**src/rtl/relprime_engine.sv**
```systemverilog
// relprime_engine: coprocessor that computes either relprime(n), the smallest
// m >= 2 with gcd(n, m) == 1, or gcd(a, b) of two operands.
// It performs one subtract-or-swap Euclid step per clock.
//
// Handshake: start is sampled only in IDLE. busy is high from the cycle after
// an accepted start through CHECK. done is a one-cycle pulse in DONE, and
// result/error are valid with it. result/error hold until the next accepted
// start clears them.
module relprime_engine #(
    parameter int WIDTH = 16
) (
    input  logic             CLK,
    input  logic             reset,
    input  logic             start,
    input  logic             mode,
    input  logic [WIDTH-1:0] opA,
    input  logic [WIDTH-1:0] opB,
    output logic             busy,
    output logic             done,
    output logic [WIDTH-1:0] result,
    output logic             error,
    output logic [2:0]       dbg_state
);

    typedef enum logic [2:0] {
        S_IDLE  = 3'd0,
        S_LOAD  = 3'd1,
        S_STEP  = 3'd2,
        S_CHECK = 3'd3,
        S_DONE  = 3'd4
    } state_t;

    state_t           state;
    logic             mode_r;
    logic [WIDTH-1:0] n_r;
    // Mode 0: m is the candidate being tested against n_r.
    // Mode 1: m holds the captured second operand, so LOAD is the same in both modes.
    logic [WIDTH-1:0] m;
    logic [WIDTH-1:0] a;
    logic [WIDTH-1:0] b;

    assign dbg_state = state;

    // Controller and Euclid datapath; every output is registered here.
    always_ff @(posedge CLK) begin
        if (reset) begin
            state  <= S_IDLE;
            busy   <= 1'b0;
            done   <= 1'b0;
            result <= '0;
            error  <= 1'b0;
            mode_r <= 1'b0;
            n_r    <= '0;
            m      <= '0;
            a      <= '0;
            b      <= '0;
        end else begin
            case (state)
                S_IDLE: begin
                    done <= 1'b0;
                    busy <= 1'b0;
                    if (start) begin
                        mode_r <= mode;
                        n_r    <= opA;
                        m      <= mode ? opB : WIDTH'(2);
                        result <= '0;
                        error  <= 1'b0;
                        busy   <= 1'b1;
                        state  <= S_LOAD;
                    end
                end
                S_LOAD: begin
                    a     <= n_r;
                    b     <= m;
                    state <= S_STEP;
                end
                S_STEP: begin
                    if (b == '0) begin
                        state <= S_CHECK;
                    end else if (a < b) begin
                        a <= b;
                        b <= a;
                    end else begin
                        a <= a - b;
                    end
                end
                S_CHECK: begin
                    // Here a holds the gcd, because b reached zero.
                    if (mode_r) begin
                        result <= a;
                        busy   <= 1'b0;
                        done   <= 1'b1;
                        state  <= S_DONE;
                    end else if (a == WIDTH'(1)) begin
                        result <= m;
                        busy   <= 1'b0;
                        done   <= 1'b1;
                        state  <= S_DONE;
                    end else if (m == {WIDTH{1'b1}}) begin
                        // The next candidate would wrap to zero, so the search has failed.
                        m      <= '0;
                        result <= '0;
                        error  <= 1'b1;
                        busy   <= 1'b0;
                        done   <= 1'b1;
                        state  <= S_DONE;
                    end else begin
                        m     <= m + WIDTH'(1);
                        state <= S_LOAD;
                    end
                end
                S_DONE: begin
                    done  <= 1'b0;
                    busy  <= 1'b0;
                    state <= S_IDLE;
                end
                default: begin
                    state <= S_IDLE;
                end
            endcase
        end
    end

endmodule
```
**config.mk**
```make
export PLATFORM = sky130hd
export DESIGN_NAME = relprime_engine
export DESIGN_NICKNAME = d
export VERILOG_FILES = /design/src/rtl/relprime_engine.sv
export SDC_FILE = /design/constraint.sdc
export NUM_CORES = 1
export LEC_CHECK = 0
export CAP_MARGIN = 20
export CORE_AREA = 2 2 132 134
export CTS_BUF_LIST = sky130_fd_sc_hd__clkbuf_8
export DETAILED_ROUTE_END_ITERATION = 16
export DIE_AREA = 0 0 134 136
export GPL_TIMING_DRIVEN = 0
export PLACE_DENSITY = 0.45
export SYNTH_ARGS = -nofsm -noshare
export SYNTH_HDL_FRONTEND = slang
export SYNTH_SLANG_ARGS = --single-unit
export TNS_END_PERCENT = 10
```
**constraint.sdc**
```tcl
create_clock -name CLK -period 3.45 [get_ports CLK]
set_clock_uncertainty 0.1 [all_clocks]
set_input_delay 0.5175 -clock CLK [delete_from_list [all_inputs] [get_ports CLK]]
set_output_delay 0.5175 -clock CLK [all_outputs]
set_load 0.1 [all_outputs]
```
=== After elaboration in Yosys (flattened, before gate mapping) ===
Cells that the tools add are included.

* Word-level logic and storage cells: 79
* Register bits: 87
* Output and inout port bits: 22
* Input bits: 36

* Muxes and demuxes: 36
* Equal/unequal tests: 14
* Reduce and logical (&&, ||, !) cells: 16
* Magnitude comparators: 1
* $add $sub $neg: 2

{| class="wikitable"
|+ Operator list
! cell !! number
|-
| $mux W16 || 13
|-
| $pmux W16 S2 || 4
|-
| $add A16 B1 Y16 const B || 1
|-
| $eq A16 B1 Y1 const B || 1
|-
| $eq A16 B16 Y1 const B || 1
|-
| $logic_not A16 Y1 || 1
|-
| $lt A16 B16 Y1 || 1
|-
| $sub A16 B16 Y16 || 1
|-
| $mux W3 || 5
|-
| $ne A2 B2 Y1 const B || 7
|-
| $pmux W3 S4 || 1
|-
| $mux W1 || 10
|-
| $reduce_and A2 Y1 || 5
|-
| $eq A3 B2 Y1 const B || 2
|-
| $reduce_and A3 Y1 || 2
|-
| $reduce_bool A2 Y1 || 3
|-
| $reduce_and A5 Y1 || 1
|-
| $ne A4 B4 Y1 const B || 1
|-
| $pmux W1 S2 || 2
|-
| $reduce_and A4 Y1 || 1
|-
| $eq A3 B1 Y1 const B || 1
|-
| $eq A3 B3 Y1 const B || 1
|-
| $logic_not A3 Y1 || 1
|-
| $pmux W1 S3 || 1
|-
| other kinds (2) || 2
|}

=== Longest topological paths before layout ===
Gate-level depths: netlist of the first run.

* Depth in word-level cells: 5
* Depth in mapped cells: 11
* Gate-level depth less buffers: 10

=== Worst setup path after synthesis of the first run ===
OpenSTA, ideal clock, no wires.

* Path type: reg2reg
* From: register a[0]
* To: register a[13]
* Data required time: 3218 ps
* Setup slack: 471 ps
* Setup time: 132 ps
* Cell stages (with the launch flop): 12
* Path buffers: 1
* Arrival time: 2747 ps
* Path through: dfxtp_1 inv_1 ha_1 fa_1 nand2b_1 a211oi_2 o22ai_2 o41ai_4 nor2_2 buf_2 a221oi_1 nor3_1

* Longest elaborated chain between the ends: 4
* Elaborated cells between the ends (all ways): 5
* Those cells by class: 1 x add/sub; 1 x order compare; 3 x mux

{| class="wikitable"
|+ Ends and longest elaborated chain
! element !! line !! text
|-
| from (decl) || 39 || <nowiki>logic [WIDTH-1:0] a;</nowiki>
|-
| from (signal assigned) || 73 || <nowiki>a <= n_r;</nowiki>
|-
| from (signal assigned) || 84 || <nowiki>a <= a - b;</nowiki>
|-
| $sub A16 B16 Y16 / $lt A16 B16 Y1 (equally long branches) || 84, 80 ||
|-
| $mux W16 * || 80 || <nowiki>end else if (a < b) begin</nowiki>
|-
| $mux W16 * || 78 || <nowiki>if (b == '0) begin</nowiki>
|-
| $pmux W16 S2 * || 58 || <nowiki>case (state)</nowiki>
|}

Mark *: on every way between the ends. The rest lies on a longest branch, timed or not. The select of a mux whose other input is x is not followed.
A chain may end at the register's enable or synchronous reset.

=== Worst setup path after layout of the first run ===
* From: register a[0]
* To: register a[4]

The elaborated chain is that of the path after synthesis.

==> qor.csv, run 1 <==
metric,value,unit
outcome,finished clean,
first-pass GRT wire length,26600,µm
initial antenna violation count,0,
die area,18200,µm²
I/O Pins,58,
DRT Wirelength,17500,µm
CP max-delay cell,or4_1,
ys async rst share,0,%
die extent in x,134,µm
DP Wirelength,13400,µm
largest net degree at the start of global routing,14,
Core Box Area,16900,µm²
Rel. slew slack,34.8,%
antenna cells,0,
Final Non-Filler Cells,919,
TritonCTS clock tree,done,
Area Overhead vs Synth,23.3,%
share of layout cells above drive strength 1,7.35,%
Nets,744,
Max Clock Freq,294,MHz
Final Setup Violations,0,
# clock sinks,87,
CP endpoint kind,flop,
Post-Synthesis Cells,614,
Critical Path AT,3.58,ns
VDD IR-drop max,0.214,mV
syn avg cell area,8.08,µm²
HP Class,reg2reg,
"most common cell after layout, fill and taps aside",dfxtp_1,
Worst Path Required,3.63,ns
I/O Buffers,57,
post-layout min period,3.40,ns
Worst Tran Pin Value,0.975,ns
row count,48,
highest-count cells in the layout ignoring fill and taps,"dfxtp_1, nand2_1, nor2_1, clkdlybuf4s50_1, a21oi_1",
CTS Buffer Depth,2,
GPL Wtd Cong,0.864,
crit share post-route,98.7,%
number of flops mapped to enable cells by yosys,0,
Chip Height,136,µm
post-route ant nets,0,
final worst setup slack,0.0464,ns
# DRC,0,
RSZ-0062 raised after global routing,yes,
vias in the first global route,4640,
maxcap violations,0,
clk_lat worst skew,0.37,ns
Final Hold Viols,0,
"FF+latch count, synth",87,
Overflow after GRT,0,
DP Worst Slack,-0.225,ns
syn nets,668,
Yosys warnings,0,
hold_buf cts,0,
Placed Cells,896,
"Slew Viols, Final",0,
Total GRT Usage,19.2,%
total CTS buffers,9,
Via density,5.43,
"Distinct cells, synth",61,
root buf cell,clkbuf_8,
H-tree Lvls,3,
"Primary FF master, synth",dfxtp_1,
TritonRoute pass-1 iters,5,
worst-path cell chain,"inv_1, ha_1, fa_1, nand2b_2, a211oi_4, o22ai_4, o41a_1, or4_1, a211oi_1",
CP max stage delay,0.57,ns
pwr dens,557,nW/µm²
sequential share of the synthesized area,35.1,%
clock slew seen by the registers of the worst setup and hold paths,0.09,ns
worst-path maximum fanout,6,
P_leak,0.00229,µW
Setup CP Type,reg2reg,
Initial DRC Count,344,
Vias,4988,
Routed WL per cell,19.0,µm
Initial Util,29.4,%
Synth Cell Area,4960,µm²
Worst setup SP type,flop,
[stage by stage]
stage / area (µm²) / setup TNS (ns) / hold WS [ns] / util [%] / power (µW)
final: 6120 / 0 / 0.363 / 36.3 / 3410
after global routing: 6120 / -0.00972 / 0.402 / 36.3 / 3610
after CTS: 6050 / 0 / 0.367 / 35.8 / 3380
after detailed placement: 5820 / -3.47 / 0.353 / 34.5 / 2530
after global placement: 5820 / -3.65 / 0.352 / 34.5 / 2530
after floorplan: 4960 / 0 / 0.336 / - / 2140
[final timing paths]
check	to	depth (start not counted)	slack (ns)	from
worst max-delay path	a[4]	9	0.05	a[0]
worst min-delay path	n_r[13]	2	0.36	n_r[13]
worst max register to register	a[4]	9	0.05	a[0]
worst min register to register	n_r[13]	2	0.36	n_r[13]
[logic make-up after synthesis]
family | count (synthesis) | synth area share [%]
mux | 12 | 2.72
fa+ha+maj | 18 | 4.69
simple gates | 208 | 19.5
buf+inv | 68 | 5.37
compound gates | 213 | 31.2
xor+xnor | 8 | 1.41
flops | 87 | 35.1
[flip-flops by register name, summed over array words and instances (netlist names)]
| signal | count |
|---|---|
| a | 16 |
| b | 16 |
| m | 16 |
| n_r | 16 |
| result | 16 |
| dbg_state | 3 |
| busy | 1 |
| done | 1 |
| error | 1 |
| mode_r | 1 |
[worst max-delay path, delay by kind of cell, from the launching register on]
kind            cells  cell delay, ns
compound gates      4            1.27
fa+ha+maj           2            0.68
buf+inv             1            0.07
flops               1            0.37
simple gates        2            0.81
[Yosys cell counts (5+ instances only)]
master    number  area share, %
dfxtp_1       87             35
a221oi_1      13            2.3
ha_1          17            4.3
a21oi_1       49            4.9
a22o_1        16            2.8
nor2_1        59            4.5
nand2b_1       9            1.1
mux2_2        12            2.7
a21o_1        21            3.2
a22oi_1       22            3.3
inv_1         28            2.1
or3_1          6           0.76
nor4_1        11            1.4
xnor2_1        7            1.2
o21ai_0       26            2.6
a32o_1         5            1.0
o21bai_1       5           0.76
nor3_1        14            1.4
nand2_1       74            5.6
a211oi_1      15            2.3
nand3_1       12            1.2
clkbuf_1      35            2.6
[power by group]
group	switching, µW	internal (µW)	total, µW
registers	118	1080	1200
logic	846	567	1410
clock network	379	419	798
[layout make-up]
| type | count | area [µm²] |
|---|---|---|
| buffer | 40 | 164 |
| tap | 225 | 282 |
| sequential | 87 | 1740 |
| multi-input combinational | 459 | 2980 |
| inverter | 28 | 105 |
| timing repair buffer | 65 | 631 |
| fill | 1746 | 10800 |
| clock buffer | 10 | 138 |
| clock inverter | 5 | 75.1 |
[what timing repair did]
action	in CTS	in global routing
pin swaps	3	4
setup buffers	2	5
endpoints found under the setup margin	24	9
resized for setup	1	6
[routing by layer]
layer | share of wire [%] | global-route usage (%)
met1 | 50 | 27.6
met2 | 44 | 29.5
met3 | 4.3 | 2.68
met4 | 1.8 | 6.21
met5 | 0 | 0
Note: power is estimated with default switching activity, not from simulation.
==> inputs of run 2 (changes only) <==
DONT_BUFFER_PORTS = 1   (was not set)
PLACE_DENSITY = 0.48   (was 0.45)
==> run 2 against run 1 <==
  * Core utilization decreased by 3.3 points
  * Non-clock buffer count down 59
  * Sequential cell count did not move
  * Routed wire length shrank 4.1%
  * Largest cell class unchanged
  * Clock power grew 15%
==> qor.csv, run 2 (synthesis gave the netlist of run 1 again) <==
metric,value,unit
post-route ant nets,0,
Routed WL per cell,19.4,µm
clk_lat worst skew,0.38,ns
maxcap violations,0,
TritonCTS clock tree,done,
clock slew seen by the registers of the worst setup and hold paths,0.09,ns
Critical Path AT,3.49,ns
gr busiest metal,met2,
largest net degree at the start of global routing,16,
# clock sinks,87,
antenna cells,0,
I/O Buffers,0,
Int Power,2110,µW
DP Worst Slack,-0.157,ns
die area,18200,µm²
P_leak,0.00209,µW
Max Clock Freq,303,MHz
Total GRT Usage,18.4,%
Final Hold Viols,0,
switching power total,1340,µW
pwr dens,619,nW/µm²
RSZ-0062 raised after global routing,no,
"most common cell after layout, fill and taps aside",dfxtp_1,
Worst Tran Pin Value,1.05,ns
Rel. slew slack,30.2,%
Clk pwr share,26.6,%
Nets,685,
Via density,5.62,
I/O Pins,58,
share of layout cells above drive strength 1,8.33,%
Logic pwr share,37.6,%
worst-path maximum fanout,6,
DP Wirelength,12800,µm
row count,48,
Vias,4839,
H-tree Lvls,3,
TritonRoute pass-1 iters,5,
Final Setup Violations,0,
Layout fillers,1789,
CTS Buffer Depth,2,
HP Class,in2reg,
Placed Cells,839,
VDD IR-drop max,0.339,mV
hold_buf cts,0,
Area Overhead vs Synth,12.1,%
first-pass GRT wire length,26000,µm
met1 usage in global routing,25.7,%
GRT met3 Usage,4.21,%
"Slew Viols, Final",0,
root buf cell,clkbuf_8,
Initial DRC Count,426,
total CTS buffers,9,
Setup CP Type,reg2reg,
sw frac,38.8,%
die extent in x,134,µm
Overflow after GRT,0,
outcome,finished clean,
GPL Wtd Cong,0.867,
met2 usage,28.3,%
crit share post-route,95.7,%
highest-count cells in the layout ignoring fill and taps,"dfxtp_1, nand2_1, nor2_1, a21oi_1, clkbuf_1",
Final Non-Filler Cells,861,
part of the power in registers,35.8,%
initial antenna violation count,0,
final worst setup slack,0.147,ns
Worst setup SP type,flop,
post-layout min period,3.30,ns
Initial Util,29.4,%
Core Box Area,16900,µm²
setup_tns,0,ns
Chip Height,136,µm
DRT Wirelength,16700,µm
# DRC,0,
CP endpoint kind,flop,
vias in the first global route,4608,
Worst Path Required,3.64,ns
-- run 2: final timing paths --
path	endpoint	start	slack [ns]	depth (start not counted)
worst min-delay path	n_r[4]	opA[4]	0.17	2
worst max register to register	a[4]	a[0]	0.15	9
worst min register to register	n_r[13]	n_r[13]	0.37	2
worst max-delay path	a[4]	a[0]	0.15	9
-- run 2: power by group through the flow --
stage | combinational (µW) | clock, µW | sequential, µW
2_1_floorplan | 945 | 0 | 1200
3_3_place_gp | 1200 | 0 | 1250
3_5_place_dp | 1210 | 0 | 1250
4_1_cts | 1250 | 929 | 1230
5_1_grt | 1430 | 970 | 1240
6_report | 1300 | 915 | 1230
-- run 2: final cells by class --
type / instances / area, µm² / share of cell area (%)
buffer: 40 / 161 / 2.90
clock buffer: 10 / 138 / 2.47
clock inverter: 6 / 116 / 2.09
inverter: 28 / 105 / 1.89
multi-input combinational: 459 / 2970 / 53.5
sequential: 87 / 1750 / 31.4
tap: 225 / 282 / 5.06
timing repair buffer: 6 / 42.5 / 0.765
-- run 2: critical path: stages (launching register included) --
cell and delay [ns]:
dfxtp_1 0.41, inv_1 0.08, ha_1 0.24, fa_1 0.42
nand2b_1 0.24, a211oi_4 0.29, o22ai_2 0.18, o41a_1 0.49
or4_1 0.54, a211oi_1 0.21
-- run 2: layer usage --
layer	vias up	part of all wire, %	wire (µm)
met5	-	0	0
met4	0	2.3	391
met3	29	7.2	1210
met2	188	45	7460
met1	2314	46	7680
li1	2308	-	-
-- run 2: through the flow --
| stage | hold slack (ns) | utilization, % | area (µm²) | total power, µW |
|---|---|---|---|---|
| 6_report | 0.165 | 33.0 | 5560 | 3440 |
| 2_1_floorplan | 0.336 | - | 4960 | 2140 |
| 3_3_place_gp | 0.349 | 31.1 | 5250 | 2450 |
| 5_1_grt | 0.142 | 33.0 | 5560 | 3640 |
| 3_5_place_dp | 0.358 | 31.1 | 5250 | 2460 |
| 4_1_cts | 0.149 | 32.8 | 5540 | 3410 |
-- run 2: repair_timing --
action	in CTS	in global routing
setup buffers	4	1
setup endpoints to repair	31	5
resized for setup	4	3
pin swaps	2	1
